[config.mk]
export PLATFORM = sky130hd
export DESIGN_NAME = otter_lsu
export DESIGN_NICKNAME = d
export VERILOG_FILES = /design/src/rtl/otter_lsu_pkg.sv /design/src/rtl/otter_lsu_extend.sv /design/src/rtl/otter_lsu.sv
export SDC_FILE = /design/constraint.sdc
export NUM_CORES = 1
export LEC_CHECK = 0
export CAP_MARGIN = 20
export CORE_ASPECT_RATIO = 0.7
export CORE_MARGIN = 4
export CORE_UTILIZATION = 45
export DETAILED_ROUTE_END_ITERATION = 10
export GPL_TIMING_DRIVEN = 0
export PLACE_DENSITY = 0.76
export SYNTH_ARGS = -nofsm -noshare
export SYNTH_HDL_FRONTEND = slang
export SYNTH_HIERARCHICAL = 1
export SYNTH_SLANG_ARGS = --single-unit
[constraint.sdc]
create_clock -name i_clk -period 3.9 [get_ports i_clk]
set_clock_uncertainty 0.05 [all_clocks]
set_input_delay 0.78 -clock i_clk [delete_from_list [all_inputs] [get_ports i_clk]]
set_output_delay 0.78 -clock i_clk [all_outputs]
set_load 0.1 [all_outputs]
[src/rtl/otter_lsu_pkg.sv]
// Shared state encoding, access-size constants and lane helpers for the OTTER load/store unit.
package otter_lsu_pkg;

  typedef enum logic [1:0] {
    IDLE  = 2'd0,
    ISSUE = 2'd1,
    CAPT  = 2'd2,
    DONE  = 2'd3
  } lsu_state_t;

  localparam logic [1:0] SZ_BYTE = 2'd0;
  localparam logic [1:0] SZ_HALF = 2'd1;
  localparam logic [1:0] SZ_WORD = 2'd2;
  localparam logic [1:0] SZ_ILL  = 2'd3;

  localparam logic [31:0] IO_BASE_DEFAULT = 32'h0001_0000;

  // Accesses that Memory cannot serve from a single aligned word.
  function automatic logic needs_split(input logic [1:0] size, input logic [1:0] off);
    return ((size == SZ_HALF) && (off == 2'd3)) || ((size == SZ_WORD) && (off != 2'd0));
  endfunction

  function automatic logic [2:0] split_count(input logic [1:0] size);
    return (size == SZ_HALF) ? 3'd2 : 3'd4;
  endfunction

  function automatic logic [7:0] byte_lane(input logic [31:0] data, input logic [1:0] idx);
    logic [7:0] b;
    case (idx)
      2'd0:    b = data[7:0];
      2'd1:    b = data[15:8];
      2'd2:    b = data[23:16];
      default: b = data[31:24];
    endcase
    return b;
  endfunction

endpackage

[src/rtl/otter_lsu_extend.sv]
// Combinational sign/zero extension of right-justified load data (sign=1 means unsigned).
module otter_lsu_extend
  import otter_lsu_pkg::*;
(
  input  logic [31:0] i_data,
  input  logic [1:0]  i_size,
  input  logic        i_sign,
  output logic [31:0] o_data
);

  always_comb begin
    o_data = i_data;
    case (i_size)
      SZ_BYTE: o_data = {{24{~i_sign & i_data[7]}}, i_data[7:0]};
      SZ_HALF: o_data = {{16{~i_sign & i_data[15]}}, i_data[15:0]};
      default: o_data = i_data;
    endcase
  end

endmodule

[src/rtl/otter_lsu.sv]
// OTTER load/store unit on Memory port 2; splits misaligned accesses into byte accesses.
// Optional: define OTTER_LSU_MISALIGN_TRAP_EN to reject split-eligible requests with RSP_ERR.
module otter_lsu
  import otter_lsu_pkg::*;
#(
  parameter logic [31:0] IO_BASE = IO_BASE_DEFAULT
) (
  input  logic        i_clk,
  input  logic        i_rst_n,
  input  logic        i_req_valid,
  output logic        o_req_ready,
  input  logic        i_req_we,
  input  logic [31:0] i_req_addr,
  input  logic [31:0] i_req_wdata,
  input  logic [1:0]  i_req_size,
  input  logic        i_req_sign,
  output logic        o_rsp_valid,
  output logic [31:0] o_rsp_data,
  output logic        o_rsp_err,
  output logic        o_mem_rden2,
  output logic        o_mem_we2,
  output logic [31:0] o_mem_addr2,
  output logic [31:0] o_mem_din2,
  output logic [1:0]  o_mem_size,
  output logic        o_mem_sign,
  input  logic [31:0] i_mem_dout2
);

`ifdef OTTER_LSU_MISALIGN_TRAP_EN
  localparam logic TRAP_EN = 1'b1;
`else
  localparam logic TRAP_EN = 1'b0;
`endif

  lsu_state_t  r_state, w_state_nxt;
  logic [2:0]  r_k, w_k_nxt, r_n, w_n_nxt, w_k_inc;
  logic [31:0] r_addr, w_addr_nxt, r_wdata, w_wdata_nxt, r_asm, w_asm_nxt;
  logic [1:0]  r_size, w_size_nxt;
  logic        r_sign, w_sign_nxt, r_we, w_we_nxt;
  logic        r_split, w_split_nxt, r_err, w_err_nxt;
  logic        w_req_io, w_req_split, w_last;

  logic        r_req_ready, r_rsp_valid, r_rsp_err;
  logic        r_mem_rden2, r_mem_we2, r_mem_sign;
  logic [31:0] r_rsp_data, r_mem_addr2, r_mem_din2;
  logic [1:0]  r_mem_size;

  logic        w_active, w_done_nxt, w_mem_sign_nxt;
  logic [1:0]  w_ext_size, w_mem_size_nxt;
  logic [31:0] w_ext, w_mem_addr_nxt, w_mem_din_nxt, w_rsp_data_nxt;

  // Next-state and request-context logic.
  always_comb begin
    w_req_io    = (i_req_addr >= IO_BASE);
    w_req_split = !w_req_io && needs_split(i_req_size, i_req_addr[1:0]);
    w_k_inc     = r_k + 3'd1;
    w_last      = (w_k_inc == r_n);
    w_state_nxt = r_state;
    w_k_nxt     = r_k;
    w_n_nxt     = r_n;
    w_addr_nxt  = r_addr;
    w_wdata_nxt = r_wdata;
    w_asm_nxt   = r_asm;
    w_size_nxt  = r_size;
    w_sign_nxt  = r_sign;
    w_we_nxt    = r_we;
    w_split_nxt = r_split;
    w_err_nxt   = r_err;
    case (r_state)
      IDLE: begin
        if (i_req_valid) begin
          w_addr_nxt  = i_req_addr;
          w_wdata_nxt = i_req_wdata;
          w_size_nxt  = i_req_size;
          w_sign_nxt  = i_req_sign;
          w_we_nxt    = i_req_we;
          w_split_nxt = w_req_split;
          w_n_nxt     = w_req_split ? split_count(i_req_size) : 3'd1;
          w_k_nxt     = 3'd0;
          w_asm_nxt   = 32'd0;
          if (i_req_size == SZ_ILL) begin
            w_err_nxt   = 1'b1;
            w_state_nxt = DONE;
          end else if (TRAP_EN && w_req_split) begin
            w_err_nxt   = 1'b1;
            w_state_nxt = DONE;
          end else begin
            w_err_nxt   = 1'b0;
            w_state_nxt = ISSUE;
          end
        end else begin
          w_state_nxt = IDLE;
        end
      end
      ISSUE: begin
        if (r_we) begin
          w_k_nxt     = w_k_inc;
          w_state_nxt = w_last ? DONE : ISSUE;
        end else begin
          w_state_nxt = CAPT;
        end
      end
      CAPT: begin
        if (r_split) begin
          case (r_k[1:0])
            2'd0:    w_asm_nxt[7:0]   = i_mem_dout2[7:0];
            2'd1:    w_asm_nxt[15:8]  = i_mem_dout2[7:0];
            2'd2:    w_asm_nxt[23:16] = i_mem_dout2[7:0];
            default: w_asm_nxt[31:24] = i_mem_dout2[7:0];
          endcase
        end else begin
          w_asm_nxt = i_mem_dout2;
        end
        w_k_nxt     = w_k_inc;
        w_state_nxt = w_last ? DONE : ISSUE;
      end
      DONE:    w_state_nxt = IDLE;
      default: w_state_nxt = IDLE;
    endcase
  end

  // Unsplit data arrives already sized by Memory, so only assembled bytes are extended here.
  assign w_ext_size = w_split_nxt ? w_size_nxt : SZ_WORD;

  otter_lsu_extend u_extend (
    .i_data (w_asm_nxt),
    .i_size (w_ext_size),
    .i_sign (w_sign_nxt),
    .o_data (w_ext)
  );

  // Memory-port and response values for the coming cycle; CAPT keeps ISSUE's address/size/sign.
  always_comb begin
    w_active   = (w_state_nxt == ISSUE) || (w_state_nxt == CAPT);
    w_done_nxt = (w_state_nxt == DONE);
    if (w_active) begin
      w_mem_addr_nxt = w_addr_nxt + {29'd0, w_k_nxt};
      if (w_split_nxt) begin
        w_mem_size_nxt = SZ_BYTE;
        w_mem_sign_nxt = 1'b1;
        w_mem_din_nxt  = w_we_nxt ? {24'd0, byte_lane(w_wdata_nxt, w_k_nxt[1:0])} : 32'd0;
      end else begin
        w_mem_size_nxt = w_size_nxt;
        w_mem_sign_nxt = w_sign_nxt;
        w_mem_din_nxt  = w_we_nxt ? w_wdata_nxt : 32'd0;
      end
    end else begin
      w_mem_addr_nxt = 32'd0;
      w_mem_size_nxt = 2'd0;
      w_mem_sign_nxt = 1'b0;
      w_mem_din_nxt  = 32'd0;
    end
    if (w_done_nxt && !w_we_nxt && !w_err_nxt) begin
      w_rsp_data_nxt = w_ext;
    end else begin
      w_rsp_data_nxt = 32'd0;
    end
  end

  // State and request-context registers.
  always_ff @(posedge i_clk) begin
    if (!i_rst_n) begin
      r_state <= IDLE;
      r_k     <= 3'd0;
      r_n     <= 3'd1;
      r_addr  <= 32'd0;
      r_wdata <= 32'd0;
      r_asm   <= 32'd0;
      r_size  <= 2'd0;
      r_sign  <= 1'b0;
      r_we    <= 1'b0;
      r_split <= 1'b0;
      r_err   <= 1'b0;
    end else begin
      r_state <= w_state_nxt;
      r_k     <= w_k_nxt;
      r_n     <= w_n_nxt;
      r_addr  <= w_addr_nxt;
      r_wdata <= w_wdata_nxt;
      r_asm   <= w_asm_nxt;
      r_size  <= w_size_nxt;
      r_sign  <= w_sign_nxt;
      r_we    <= w_we_nxt;
      r_split <= w_split_nxt;
      r_err   <= w_err_nxt;
    end
  end

  // Output registers, loaded with the values belonging to the next state.
  always_ff @(posedge i_clk) begin
    if (!i_rst_n) begin
      r_req_ready <= 1'b1;
      r_rsp_valid <= 1'b0;
      r_rsp_err   <= 1'b0;
      r_rsp_data  <= 32'd0;
      r_mem_rden2 <= 1'b0;
      r_mem_we2   <= 1'b0;
      r_mem_addr2 <= 32'd0;
      r_mem_din2  <= 32'd0;
      r_mem_size  <= 2'd0;
      r_mem_sign  <= 1'b0;
    end else begin
      r_req_ready <= (w_state_nxt == IDLE);
      r_rsp_valid <= w_done_nxt;
      r_rsp_err   <= w_done_nxt && w_err_nxt;
      r_rsp_data  <= w_rsp_data_nxt;
      r_mem_rden2 <= (w_state_nxt == ISSUE) && !w_we_nxt;
      r_mem_we2   <= (w_state_nxt == ISSUE) && w_we_nxt;
      r_mem_addr2 <= w_mem_addr_nxt;
      r_mem_din2  <= w_mem_din_nxt;
      r_mem_size  <= w_mem_size_nxt;
      r_mem_sign  <= w_mem_sign_nxt;
    end
  end

  assign o_req_ready = r_req_ready;
  assign o_rsp_valid = r_rsp_valid;
  assign o_rsp_err   = r_rsp_err;
  assign o_rsp_data  = r_rsp_data;
  assign o_mem_rden2 = r_mem_rden2;
  assign o_mem_we2   = r_mem_we2;
  assign o_mem_addr2 = r_mem_addr2;
  assign o_mem_din2  = r_mem_din2;
  assign o_mem_size  = r_mem_size;
  assign o_mem_sign  = r_mem_sign;

endmodule
Yosys cells after proc, flatten, opt, wreduce, memory -nomap -nowiden
Cells that the tools add are included.
{ "totals": {"input_bits": 103, "output_inout_bits": 104, "regBits": 214, "wordCells": 108} }
{ "classes": {"n_lt_le_gt_ge": 1, "mux": 39, "bitwise": 5, "eq_ne": 16, "n_reduce_logical": 24, "n_addsub": 2} }
{ "ops": {"columns": ["op", "n"], "rows": [
  ["$mux 32", 8],
  ["$pmux 32 s2", 2],
  ["$mux 8", 5],
  ["$add 32x3->32", 1],
  ["$ge 32x17->1 const B", 1],
  ["$pmux 8 s3", 1],
  ["$eq 2x2->1 const B", 9],
  ["$mux 2", 7],
  ["$eq 2x1->1 const B", 6],
  ["$mux 3", 4],
  ["$logic_not 2->1", 5],
  ["$mux 1", 10],
  ["$pmux 3 s3", 1],
  ["$logic_and 1x1->1", 8],
  ["$pmux 2 s4", 1],
  ["$reduce_and 2->1", 3],
  ["$reduce_or 3->1", 2],
  ["$add 3x1->3 const B", 1],
  ["$eq 3x3->1", 1],
  ["$logic_not 1->1", 3],
  ["$not 1->1", 3],
  ["$and 1x1->1", 2],
  ["$logic_or 1x1->1", 2],
  ["$reduce_bool 2->1", 1]
]} }

Longest topological paths before layout
Gate-level depths: netlist of the first run.
{ "depth": {"ltp_word": 9, "depth_mapped": 16, "depth_no_buf": 12} }

By module
The synthesis of the first run kept the hierarchy.
{ "modules_own_cells": {"columns": ["mod", "area_per_inst_um2", "seq_area_each_um2", "instances", "cells_each"], "rows": [
  ["otter_lsu", 8473.1, 4284.1, 1, 912],
  ["otter_lsu_extend", 355.3, 0.0, 1, 67]
]} }

Least setup slack after synthesis of the first run
Ideal clock, no wire load.
{ "synth_path": {"path_kind": "input port to flip-flop", "from": "in i_req_valid", "to": "reg r_mem_addr2[28] (netlist: o_mem_addr2[28])", "n_path_buf": 4, "arrival_ps": 3706, "stages": 15, "setup_time_ps": 128, "t_required_ps": 3722, "slack_ps": 16, "cell_sequence": "nor3b_2 > buf_2 > buf_2 > buf_2 > clkbuf_1 > nand2_1 > nand2_1 > ha_1 > fa_1 > a21oi_1 > nor4_1 > o2bb2ai_1 > a2111oi_2 > xor2_1 > nor2_1"} }
{ "synth_between": {"elab_cells_between_ends": 11, "classes_between": "add/sub: 1; eq/ne: 2; mux: 6; reduce/logical: 2"} }
{ "synth_rtl": {"columns": ["element", "line_no", "source"], "rows": [
  ["from (decl)", "otter_lsu.sv:10", "input logic i_req_valid,"],
  ["$mux 32", "otter_lsu.sv:71", "if (i_req_valid) begin"],
  ["$mux 32", "otter_lsu.sv:69", "case (r_state)"],
  ["named net w_addr_nxt[0]", "otter_lsu.sv:37", "logic [31:0] r_addr, w_addr_nxt, r_wdata, w_wdata_nxt, r_asm, w_asm_nxt;"],
  ["$add 32x3->32", "otter_lsu.sv:137", "w_mem_addr_nxt = w_addr_nxt + {29'd0, w_k_nxt};"],
  ["to (signal assigned)", "otter_lsu.sv:209", "r_mem_addr2 <= w_mem_addr_nxt;"],
  ["to (decl)", "otter_lsu.sv:45", "logic [31:0] r_rsp_data, r_mem_addr2, r_mem_din2;"]
]} }
The timed path passes the listed nets, and every way through them passes these cells.
A chain may end at the register's enable or synchronous reset.

Worst setup path in the final report of the first run
{ "layout_path": {"from": "in i_req_valid", "to": "reg r_mem_addr2[16] (netlist: o_mem_addr2[16])"} }
The elaborated chain is that of the path after synthesis.

==> metrics.md, run 1 <==
| Metric | Value |
|---|---|
| Final hold vios | `0` |
| Status | `completed` |
| Startpoint Class | `input pin` |
| Cells after synthesis | `979` |
| Root Buffer | `clkbuf_16` |
| F_max | `262 MHz` |
| GRT overflow | `0` |
| Worst path required time | `4.24 ns` |
| Placer congestion estimate | `0.908` |
| Initial DRC Count | `743` |
| CTS Sinks | `214` |
| Async set-reset flop share out of synthesis | `0%` |
| Number of port buffers | `206` |
| Endpoints failing setup | `0` |
| Antenna Cells | `0` |
| Measured slew at the worst slew-check pin | `1.05 ns` |
| Clock Tree Buf Depth | `3` |
| Die Width | `175 um` |
| Met2 GRT Util | `32.8%` |
| Antenna violations before repair | `0` |
| Inserted Clock Buffers | `22` |
| Syn avg cell area | `9.02 um2` |
| Cell depth of the worst hold path | `2` |
| Worst R2R End | `o_mem_addr2[16]$_SDFF_PN0_` |
| Met1 Use GR | `36.1%` |
| Slew Limit Fails | `0` |
| Final WL | `26,800 um` |
| Layout Nets | `1,328` |
| Worst Hold Path EP | `r_addr[1]$_SDFF_PN0_` |
| CTS H-tree depth | `1` |
| Core Footprint | `19,100 um2` |
| Area Overhead vs Synth | `37.8%` |
| Largest net degree at the start of global routing | `20` |
| Clock Pin Slew Worst Setup and Hold Paths | `0.07 ns` |
| Vias per cell | `5.26` |
| Post-route setup TNS | `0 ns` |
| Dpl hpwl | `20,000 um` |
| Critical path capture point type | `register` |
| Die area | `22,000 um2` |
| R2r startpoint | `r_k[0]$_SDFF_PN0_` |
| Yosys reg bits | `214` |
| Fin crit share | `97.7%` |
| CTS tree | `yes` |
| CP arrival | `4.16 ns` |
| Max cap viols | `0` |
| Worst R2R Setup Slack | `0.20 ns` |
| Syn Nets | `1,094` |
| Synth warnings | `6` |
| Starting density of the core | `46.3%` |
| Placed insts | `1,449` |
| Top FF cell, synth | `dfxtp_1` |
| Gr busiest metal | `met1` |
| CP max FO | `19` |
| Post-layout min period | `3.81 ns` |
| Die Height | `125 um` |
| Met3 Track Usage GR | `6.70%` |
| P_leak | `4.72 nW` |
| Maximum vdd ir drop | `0.334 mV` |
| DR DRC count | `0` |
| R2R depth | `13` |
| Min-delay src | `r_addr[1]$_SDFF_PN0_` |
| Seq/Total Area, Yosys | `48.5%` |
| Antenna Nets Post-Route | `0` |
| First-pass GRT wire length | `41,500 um` |
| Netlist cell types | `57` |
| Power Dens Cells | `488 nW/um2` |
| Relative max-transition margin | `29.5%` |
| Crit path kind | `in2reg` |
| Drt first pass iters | `5` |
| Vias in the first global route | `7,496` |
| RSZ-0062 raised after global routing | `yes` |
| EDFF count, synth | `0` |
| Non-Filler Instances | `1,491` |
| Via count | `7,847` |
| Fill cells | `1,600` |
| # IOs | `207` |
| Drt wl/cell | `18.0 um` |
| Tightest Hold Check Type | `reg2reg` |
| Rows | `42` |
| Total Routing Usage GR | `23.4%` |
| Worst skew pair latency | `0.50 ns` |
| Share of cells above drive strength 1 | `7.50%` |
| Synthesized area | `8830 um2` |
-- per-stage QoR --
stage	setup slack (ns)	util [%]	area, um2	power [W]	hold slack [ns]
after floorplan	0.0160	-	8830	0.00330	0.394
after global placement	-1.61	58.8	11200	0.00370	0.401
after detailed placement	-1.70	58.8	11200	0.00372	0.410
after CTS	0.0155	63.3	12100	0.00594	0.420
after global routing	-0.0236	63.8	12200	0.00615	0.433
final	0.0894	63.8	12200	0.00593	0.420
-- synth_stat cells, types with 5 or more instances --
cell,instances,area share (%)
buf_4,10,0.85
inv_1,10,0.43
dfxtp_1,214,49
and3_1,8,0.57
nor4_1,8,0.57
o21ai_0,63,3.6
mux2i_1,80,9.1
nor3_1,11,0.62
nand3_1,17,0.96
o22a_1,8,0.79
nor2b_1,20,1.4
xnor2_1,12,1.2
mux2_2,5,0.64
a21oi_1,43,2.4
buf_2,13,0.74
and2_1,68,4.8
a22o_1,11,1.1
o22ai_1,8,0.57
clkbuf_1,38,1.6
nor2_1,136,5.8
ha_1,11,1.6
xor2_1,19,1.9
nand4_1,16,1.1
nand2_1,100,4.3
-- placed cells by master, fill, tap and decap left out, types with 20 or more instances in the layout --
| cell | synthesis | layout |
|---|---|---|
| a21oi_1 | 43 | 41 |
| and2_1 | 68 | 68 |
| clkbuf_1 | 38 | 39 |
| clkbuf_16 | 0 | 23 |
| clkdlybuf4s50_1 | 0 | 206 |
| dfxtp_1 | 214 | 214 |
| mux2i_1 | 80 | 80 |
| nand2_1 | 100 | 100 |
| nor2_1 | 136 | 136 |
| nor2b_1 | 20 | 20 |
| o21ai_0 | 63 | 63 |
-- layer usage --
layer	share of wire [%]	vias up
li1	-	3785
met1	48	3684
met2	41	351
met3	10	27
met4	1.3	0
met5	0	-
-- logic make-up after synthesis --
group / after synthesis / share of synthesized area (%)
simple gates: 409 / 22.6
flops: 214 / 48.5
compound gates: 150 / 10.1
mux: 86 / 9.86
buf+inv: 77 / 4.07
xor+xnor: 31 / 3.08
fa+ha+maj: 12 / 1.79
-- registers in the layout (all words and copies together) (netlist names), 2 cells and up --
| signal | cells |
|---|---|
| o_mem_din2 | 32 |
| o_mem_addr2 | 32 |
| r_size | 2 |
| r_n | 3 |
| r_wdata | 32 |
| o_rsp_data | 32 |
| r_addr | 32 |
| o_mem_size | 2 |
| r_state | 2 |
| r_k | 3 |
| r_asm | 32 |
-- power breakdown --
part	switching (W)	internal, W	total (W)
sequential	0.0000600	0.00232	0.00238
combinational	0.000886	0.000444	0.00133
clock	0.000873	0.00135	0.00223
total	0.00182	0.00411	0.00593
-- repair_timing --
item / CTS / global route
endpoints found under the hold margin: 0 / 0
setup endpoints to repair: 43 / 14
setup buffers: 2 / 5
pin swaps: 2 / 1
hold buffers: 0 / 0
gates cloned: 0 / 0
resized for setup: 17 / 11
-- area by class of cell --
class                      count  area [um2]  area share, %
buffer                        63         340           2.80
clock buffer                  31         646           5.31
clock inverter                 7         118          0.967
inverter                      11        41.3          0.339
multi-input combinational    688        4280           35.2
sequential                   214        4280           35.2
tap                          264         330           2.72
timing repair buffer         213        2130           17.5
-- critical path, stage by stage --
cell and delay, ns:
clkdlybuf4s50_1 0.56, or3b_1 0.42, clkbuf_4 0.24, buf_6 0.20, nand2_1 0.10, nand2_1 0.07, ha_1 0.21, fa_2 0.40
a21oi_4 0.25, nor4_2 0.07, buf_4 0.15, nor2_1 0.27, nor2_1 0.11, a221oi_1 0.31
-- how the worst max path moves through the flow --
stage	start	to	slack [ns]	cells past startpoint
4_1_cts	i_req_valid	o_mem_addr2[28]$_SDFF_PN0_	0.02	16
3_3_place_gp	i_req_valid	o_mem_addr2[26]$_SDFF_PN0_	-1.61	16
5_1_grt	i_req_valid	o_mem_addr2[28]$_SDFF_PN0_	-0.02	17
3_5_place_dp	i_req_valid	o_mem_addr2[26]$_SDFF_PN0_	-1.70	16
6_report	i_req_valid	o_mem_addr2[16]$_SDFF_PN0_	0.09	14
2_1_floorplan	i_req_valid	o_mem_addr2[28]$_SDFF_PN0_	0.02	15
(Power assumes the default switching activity.)
==> run 2: changes to the inputs <==
--- a/config.mk
+++ b/config.mk
@@ -7,10 +7,11 @@
 export LEC_CHECK = 0
 export CAP_MARGIN = 20
 export CORE_ASPECT_RATIO = 0.7
-export CORE_MARGIN = 4
+export CORE_MARGIN = 3
 export CORE_UTILIZATION = 45
 export DETAILED_ROUTE_END_ITERATION = 10
 export GPL_TIMING_DRIVEN = 0
+export HOLD_SLACK_MARGIN = 0.06
 export PLACE_DENSITY = 0.76
 export SYNTH_ARGS = -nofsm -noshare
 export SYNTH_HDL_FRONTEND = slang
==> run 2 against run 1 <==
Clock power decreased by 4%. Sequential share of layout area increased by 0.17 points. Core utilization decreased by 0.31 points. Sequential power about the same. Clock-buffer cell count increased by 2. Combinational power about the same. Critical endpoint is now o_mem_addr2[28]$_SDFF_PN0_. Largest cell class unchanged. Highest routed layer unchanged.
==> metrics.md, run 2 (synthesis gave the netlist of run 1 again) <==
| Metric | Value |
|---|---|
| P_leak | `4.69 nW` |
| Share of cells above drive strength 1 | `7.27%` |
| Die Width | `173 um` |
| Status | `completed` |
| Non-Filler Instances | `1,489` |
| Fill cells | `1,635` |
| Dpl hpwl | `19,800 um` |
| Endpoints failing setup | `0` |
| F_max | `268 MHz` |
| CTS tree | `yes` |
| CP arrival | `4.07 ns` |
| RSZ-0062 raised after global routing | `no` |
| Die Height | `123 um` |
| Slowest-stage cell, CP | `clkdlybuf4s50_1` |
| Initial DRC Count | `705` |
| Power Dens Cells | `484 nW/um2` |
| Placed insts | `1,449` |
| Largest net degree at the start of global routing | `20` |
| CP top delay family | `buffers and inverters` |
| Drt wl/cell | `18.1 um` |
| Number of port buffers | `206` |
| Layout Nets | `1,325` |
| Inserted Clock Buffers | `22` |
| Vias per cell | `5.33` |
| First-pass GRT wire length | `40,600 um` |
| # IOs | `207` |
| Fin crit share | `95.8%` |
| Vias in the first global route | `7,409` |
| Slew Limit Fails | `0` |
| Measured slew at the worst slew-check pin | `1.03 ns` |
| Worst path required time | `4.24 ns` |
| Clock Pin Slew Worst Setup and Hold Paths | `0.07 ns` |
| CTS Sinks | `214` |
| CP max FO | `19` |
| Post-route setup TNS | `0 ns` |
| Critical path capture point type | `register` |
| Total Routing Usage GR | `24.0%` |
| Clock Tree Buf Depth | `3` |
| Via count | `7,932` |
| Area Overhead vs Synth | `37.1%` |
| Min-delay src | `r_addr[1]$_SDFF_PN0_` |
| Root Buffer | `clkbuf_16` |
| Die area | `21,400 um2` |
| R2r startpoint | `r_k[0]$_SDFF_PN0_` |
| CP peak stage delay | `0.55 ns` |
| Startpoint Class | `input pin` |
| Final WL | `26,900 um` |
| Tightest Hold Check Type | `reg2reg` |
| Placer congestion estimate | `0.913` |
| Final hold vios | `0` |
| Worst Setup SP | `i_req_valid` |
| Worst-path cell chain | `clkdlybuf4s50_1 > or3b_1 > buf_2 > buf_4 > nand2_1 > nand2_1 > ha_2 > a21oi_4 > nor4_2 > buf_4 > o2bb2ai_4 > buf_12 > a2111oi_4 > xor2_1 > nor2_1` |
| CTS H-tree depth | `1` |
| Core Footprint | `19,100 um2` |
| DR DRC count | `0` |
| Post-layout min period | `3.73 ns` |
| Rows | `42` |
| Max cap viols | `0` |
| GRT overflow | `0` |
| Most frequent cells in the layout | `214 x dfxtp_1, 206 x clkdlybuf4s50_1, 135 x nor2_1, 100 x nand2_1, 80 x mux2i_1` |
| Worst path bufs/invs | `5` |
| Commonest non-fill, non-tap cell in the layout | `dfxtp_1` |
| Antenna violations before repair | `0` |
| Crit path kind | `in2reg` |
| Starting density of the core | `46.3%` |
| Worst skew pair latency | `0.51 ns` |
| Relative max-transition margin | `31.0%` |
| Drt first pass iters | `5` |
| Antenna Nets Post-Route | `0` |
| Antenna Cells | `0` |
| Maximum vdd ir drop | `0.247 mV` |
==> run 2: worst paths after layout <==
path,end,slack (ns),cells after the start
min reg2reg,r_addr[1]$_SDFF_PN0_,0.42,2
max reg2reg,o_mem_addr2[27]$_SDFF_PN0_,0.22,13
min,r_addr[1]$_SDFF_PN0_,0.42,2
max,o_mem_addr2[28]$_SDFF_PN0_,0.17,15
==> run 2: final cells by class <==
class | count | area [um2] | share of cell area (%)
clock inverters | 6 | 91.3 | 0.755
multi-input cells | 688 | 4280 | 35.4
well taps | 264 | 330 | 2.73
flip-flops and latches | 214 | 4280 | 35.4
repair buffers | 209 | 2100 | 17.3
inverters | 11 | 41.3 | 0.341
plain buffers | 64 | 339 | 2.80
clock buffers | 33 | 642 | 5.30
==> run 2: power by group <==
part	internal [W]	leakage, nW	total [W]	switching, W
Sequential	0.00232	1.74	0.00238	0.0000610
Combinational	0.000441	2.59	0.00133	0.000890
Clock	0.00127	0.361	0.00215	0.000880
==> run 2: through the flow <==
stage	total power (W)	hold WS (ns)	utilization [%]	worst slack, ns	area, um2
global route	0.00607	0.437	63.5	0.0118	12100
floorplan	0.00330	0.394	-	0.0160	8830
finish	0.00586	0.418	63.5	0.165	12100
CTS	0.00587	0.416	63.2	0.0134	12100
global placement	0.00371	0.400	58.8	-1.60	11200
detailed placement	0.00372	0.407	58.8	-1.62	11200
==> run 2: worst reg2reg max path, cell delays in order (launching register included) <==
cell and delay [ns]:
dfxtp_1 0.51, inv_1 0.14, ha_1 0.37, a21oi_1 0.16, a22o_1 0.15, clkbuf_1 0.35
inv_2 0.24, ha_1 0.35, a21o_1 0.13, a21oi_2 0.11, a221o_2 0.45, nor4b_4 0.31
xor2_1 0.19, nor2_1 0.05
==> run 2: metal layers <==
metal / GRT usage, % / up-vias / share of wire [%]
met2: 34.9 / 381 / 41
met3: 5.46 / 50 / 9.5
li1: - / 3772 / -
met5: 0 / - / 0
met1: 36.1 / 3729 / 48
met4: 5.67 / 0 / 1.8
==> run 2: what timing repair did <==
item,in CTS,in global routing
pin swaps,2,0
gates resized for setup,16,13
setup endpoints to repair,47,10
setup buffers,3,0
hold buffers,0,0
==> run 3: changes to the inputs <==
--- a/config.mk
+++ b/config.mk
@@ -5,10 +5,11 @@
 export SDC_FILE = /design/constraint.sdc
 export NUM_CORES = 1
 export LEC_CHECK = 0
+export ABC_AREA = 1
 export CAP_MARGIN = 20
 export CORE_ASPECT_RATIO = 0.7
 export CORE_MARGIN = 3
-export CORE_UTILIZATION = 45
+export CORE_UTILIZATION = 46
 export DETAILED_ROUTE_END_ITERATION = 10
 export GPL_TIMING_DRIVEN = 0
 export HOLD_SLACK_MARGIN = 0.06
==> run 3 against run 2 <==
Core utilization grew 0.064 points. Cell count grew 30%. Clock-buffer cell count increased by 3. Register-to-register slack gained 0.05 ns. Worst hold slack gained 0.020 ns. Design area increased by 6.7%. Critical path depth increased by 4. Critical path type is now reg2reg. Combinational power grew 120%.
==> metrics.md, run 3 <==
| Metric | Value |
|---|---|
| CTS Sinks | `214` |
| R2R depth | `19` |
| Startpoint Class | `register` |
| Design area | `12,900 um2` |
| Antenna violations before repair | `0` |
| Most frequent cells in the layout | `352 x nand2_1, 241 x nor2_1, 214 x dfxtp_1, 205 x clkdlybuf4s50_1, 181 x inv_1` |
| Tightest Hold Check Type | `reg2reg` |
| Post-Place Worst Slack | `0.0623 ns` |
| Slowest-stage cell, CP | `dfxtp_1` |
| Non-Filler Instances | `1,933` |
| Seq pwr share | `33.3%` |
| R2r startpoint | `r_state[1]$_SDFF_PN0_` |
| Top cells by area, synth | `dfxtp_1 44%, nand2_1 14%, nor2_1 9.3%, inv_1 7.0%, nand3_1 4.7%` |
| Area after DPL | `12,200 um2` |
| Clock power share | `28.4%` |
| Top-area cell type share of the netlist area | `43.9%` |
| Syn avg cell area | `6.89 um2` |
| Measured slew at the worst slew-check pin | `1.08 ns` |
| Total Routing Usage GR | `25.1%` |
| Clock Pin Slew Worst Setup and Hold Paths | `0.06 ns` |
| Worst R2R End | `o_mem_addr2[23]$_SDFF_PN0_` |
| Synthesized area | `9770 um2` |
| P_leak | `5.74 nW` |
| Switching power | `0.00305 W` |
| Share of cells above drive strength 1 | `8.24%` |
| Post-route setup TNS | `0 ns` |
| Dpl hpwl | `22,800 um` |
| Commonest non-fill, non-tap cell in the layout | `nand2_1` |
| Inserted Clock Buffers | `22` |
| GRT overflow | `0` |
| Yosys reg bits | `214` |
| Cell with the most instances after synthesis | `nand2_1` |
| Slew Limit Fails | `0` |
| Relative max-transition margin | `27.5%` |
| Vias in the first global route | `8,857` |
| Synth warnings | `6` |
| Vias per cell | `5.02` |
| CP peak stage delay | `0.36 ns` |
| Fin crit share | `93.0%` |
| Worst Hold Path EP | `r_n[1]$_SDFFE_PN0P_` |
| CTS tree | `yes` |
| Worst R2R Setup Slack | `0.27 ns` |
| Leading cell types by count after synthesis | `352 x nand2_1, 241 x nor2_1, 214 x dfxtp_1` |
| Register area | `4280 um2` |
| CP max FO | `10` |
| CTS resizes | `0` |
| Antenna Nets Post-Route | `0` |
| Cells after synthesis | `1,418` |
| Status | `completed` |
| Pint | `0.00458 W` |
| Rows | `43` |
| Drt first pass iters | `7` |
| Initial DRC Count | `932` |
| RSZ-0062 raised after global routing | `yes` |
| CTS H-tree depth | `1` |
| Switching share of power | `40.0%` |
| # IOs | `207` |
| Worst-path cell chain | `nor2_4 > nand2_4 > buf_6 > buf_6 > buf_6 > buf_2 > buf_2 > o21ai_0 > inv_1 > ha_1 > nand3_1 > nand2_1 > nand2_1 > nor2_1 > nand2_1 > nor2_1 > nand4_1 > nand2_1 > nor2_1` |
| Worst path required time | `4.25 ns` |
| Area of the multi-input gates | `4380 um2` |
| Cts hold-fix bufs | `0` |
| Power Dens Cells | `591 nW/um2` |
| Core Footprint | `20,300 um2` |
| CP arrival | `3.98 ns` |
| Worst path bufs/invs | `6` |
| Die Width | `180 um` |
| Crit path kind | `reg2reg` |
| Drt wl/cell | `15.6 um` |
| DR DRC count | `0` |
| F_max | `276 MHz` |
| Worst skew pair latency | `0.51 ns` |
| Setup bufs post-CTS | `0` |
| First-pass GRT wire length | `46,900 um` |
| Top FF cell, synth | `dfxtp_1` |
| Endpoints failing setup | `0` |
| Placed insts | `1,893` |
| Die area | `23,000 um2` |
| Largest net degree at the start of global routing | `15` |
| Netlist cell types | `36` |
| Final WL | `30,100 um` |
| Setup slack after layout | `0.271 ns` |
| Antenna Cells | `0` |
| CP top delay family | `simple AND/OR/NAND/NOR gates` |
| Worst hold margin | `0.438 ns` |
| Combinational share of power | `38.2%` |
| Async set-reset flop share out of synthesis | `0%` |
| Worst Setup SP | `r_state[1]$_SDFF_PN0_` |
| Placer congestion estimate | `0.953` |
| Max cap viols | `0` |
| Area Overhead vs Synth | `32.3%` |
| Seq/Total Area, Yosys | `43.9%` |
| Most frequent CP cell | `nand2_1` |
| Number of port buffers | `205` |
| Cell depth of the worst hold path | `2` |
| Layout Nets | `1,762` |
| Starting density of the core | `48.0%` |
| Critical path capture point type | `register` |
| Min-delay src | `r_n[1]$_SDFFE_PN0P_` |
| Die Height | `128 um` |
| Via count | `9,710` |
| Maximum vdd ir drop | `0.364 mV` |
| Root Buffer | `clkbuf_16` |
| Clock Tree Buf Depth | `3` |
| Post-layout min period | `3.63 ns` |
| Final hold vios | `0` |
| EDFF count, synth | `0` |
| Post-synth top area cell | `dfxtp_1` |
| Fill cells | `1,895` |
| Syn Nets | `1,533` |
[run 3: changes by cell type after synthesis, moves of 12 or more]
| cell | previous run | this run |
|---|---|---|
| nand2_1 | 100 | 352 |
| inv_1 | 10 | 181 |
| nor2_1 | 136 | 241 |
| mux2i_1 | 80 | 0 |
| nand3_1 | 17 | 92 |
| and2_1 | 68 | 1 |
| or2_2 | 2 | 31 |
| o21a_1 | 1 | 24 |
| nor2b_1 | 20 | 0 |
| a21oi_1 | 43 | 59 |
| o211ai_1 | 0 | 16 |
| xor2_1 | 19 | 3 |
| clkbuf_1 | 38 | 26 |
[run 3: power by group through the flow]
stage               clock, W  sequential (W)  combinational, W
floorplan                  0         0.00340           0.00128
global placement           0         0.00258           0.00285
detailed placement         0         0.00259           0.00287
CTS                  0.00220         0.00254           0.00289
global route         0.00229         0.00257           0.00315
finish               0.00217         0.00254           0.00292
[run 3: final cells by class]
type                       count  share of cell area, %
sequential                   214                   33.2
clock inverter                 4                  0.455
buffer                        69                   3.13
clock buffer                  36                   5.44
timing repair buffer         205                   15.9
tap                          270                   2.62
inverter                     186                   5.40
multi-input combinational    949                   33.9
[run 3: cell families (layout without fill, tap and decap cells)]
| logic type | count (synthesis) | in the layout | synth area share (%) |
|---|---|---|---|
| DFF | 214 | 214 | 43.9 |
| and+or+nand+nor | 756 | 756 | 32.5 |
| xor gates and xnor gates | 4 | 4 | 0.359 |
| AOI/OAI and AO/OA | 177 | 177 | 10.4 |
| adders and majority gates | 12 | 12 | 1.61 |
| buffers and inverters | 255 | 500 | 11.3 |
[run 3: how the worst max path moves through the flow]
stage                                       endpoint  slack, ns  cells past startpoint
after CTS                 o_mem_addr2[27]$_SDFF_PN0_       0.31                     18
after global routing      o_mem_addr2[25]$_SDFF_PN0_     -0.003                     20
final                     o_mem_addr2[23]$_SDFF_PN0_       0.27                     19
after floorplan           o_mem_addr2[16]$_SDFF_PN0_       0.60                     21
after detailed placement   o_rsp_data[11]$_SDFF_PN0_       0.06                     17
after global placement    o_mem_addr2[27]$_SDFF_PN0_       0.06                     18
[run 3: worst register-to-register path: stages (launching register included)]
cell     delay [ns]
dfxtp_1        0.36
nor2_4         0.31
nand2_4        0.09
buf_6          0.16
buf_6          0.15
buf_6          0.14
buf_2          0.19
buf_2          0.23
o21ai_0        0.23
inv_1          0.07
ha_1           0.33
nand3_1        0.11
nand2_1        0.10
nand2_1        0.09
nor2_1         0.15
nand2_1        0.13
nor2_1         0.35
nand4_1        0.14
nand2_1        0.09
nor2_1         0.05
[run 3: metrics by stage]
stage          total power, W  util, %
2_1_floorplan         0.00468        -
6_report              0.00763     63.5
4_1_cts               0.00763     63.5
3_3_place_gp          0.00543     59.8
3_5_place_dp          0.00546     59.8
5_1_grt               0.00800     63.5
[run 3: metal layers]
layer  vias to the layer above  GRT usage [%]  part of all wire [%]
met4                         0           5.41                   1.9
met1                      4345           37.2                    46
met5                         -              0                     0
met2                       472           37.4                    41
met3                        49           6.01                    11
li1                       4844              -                     -
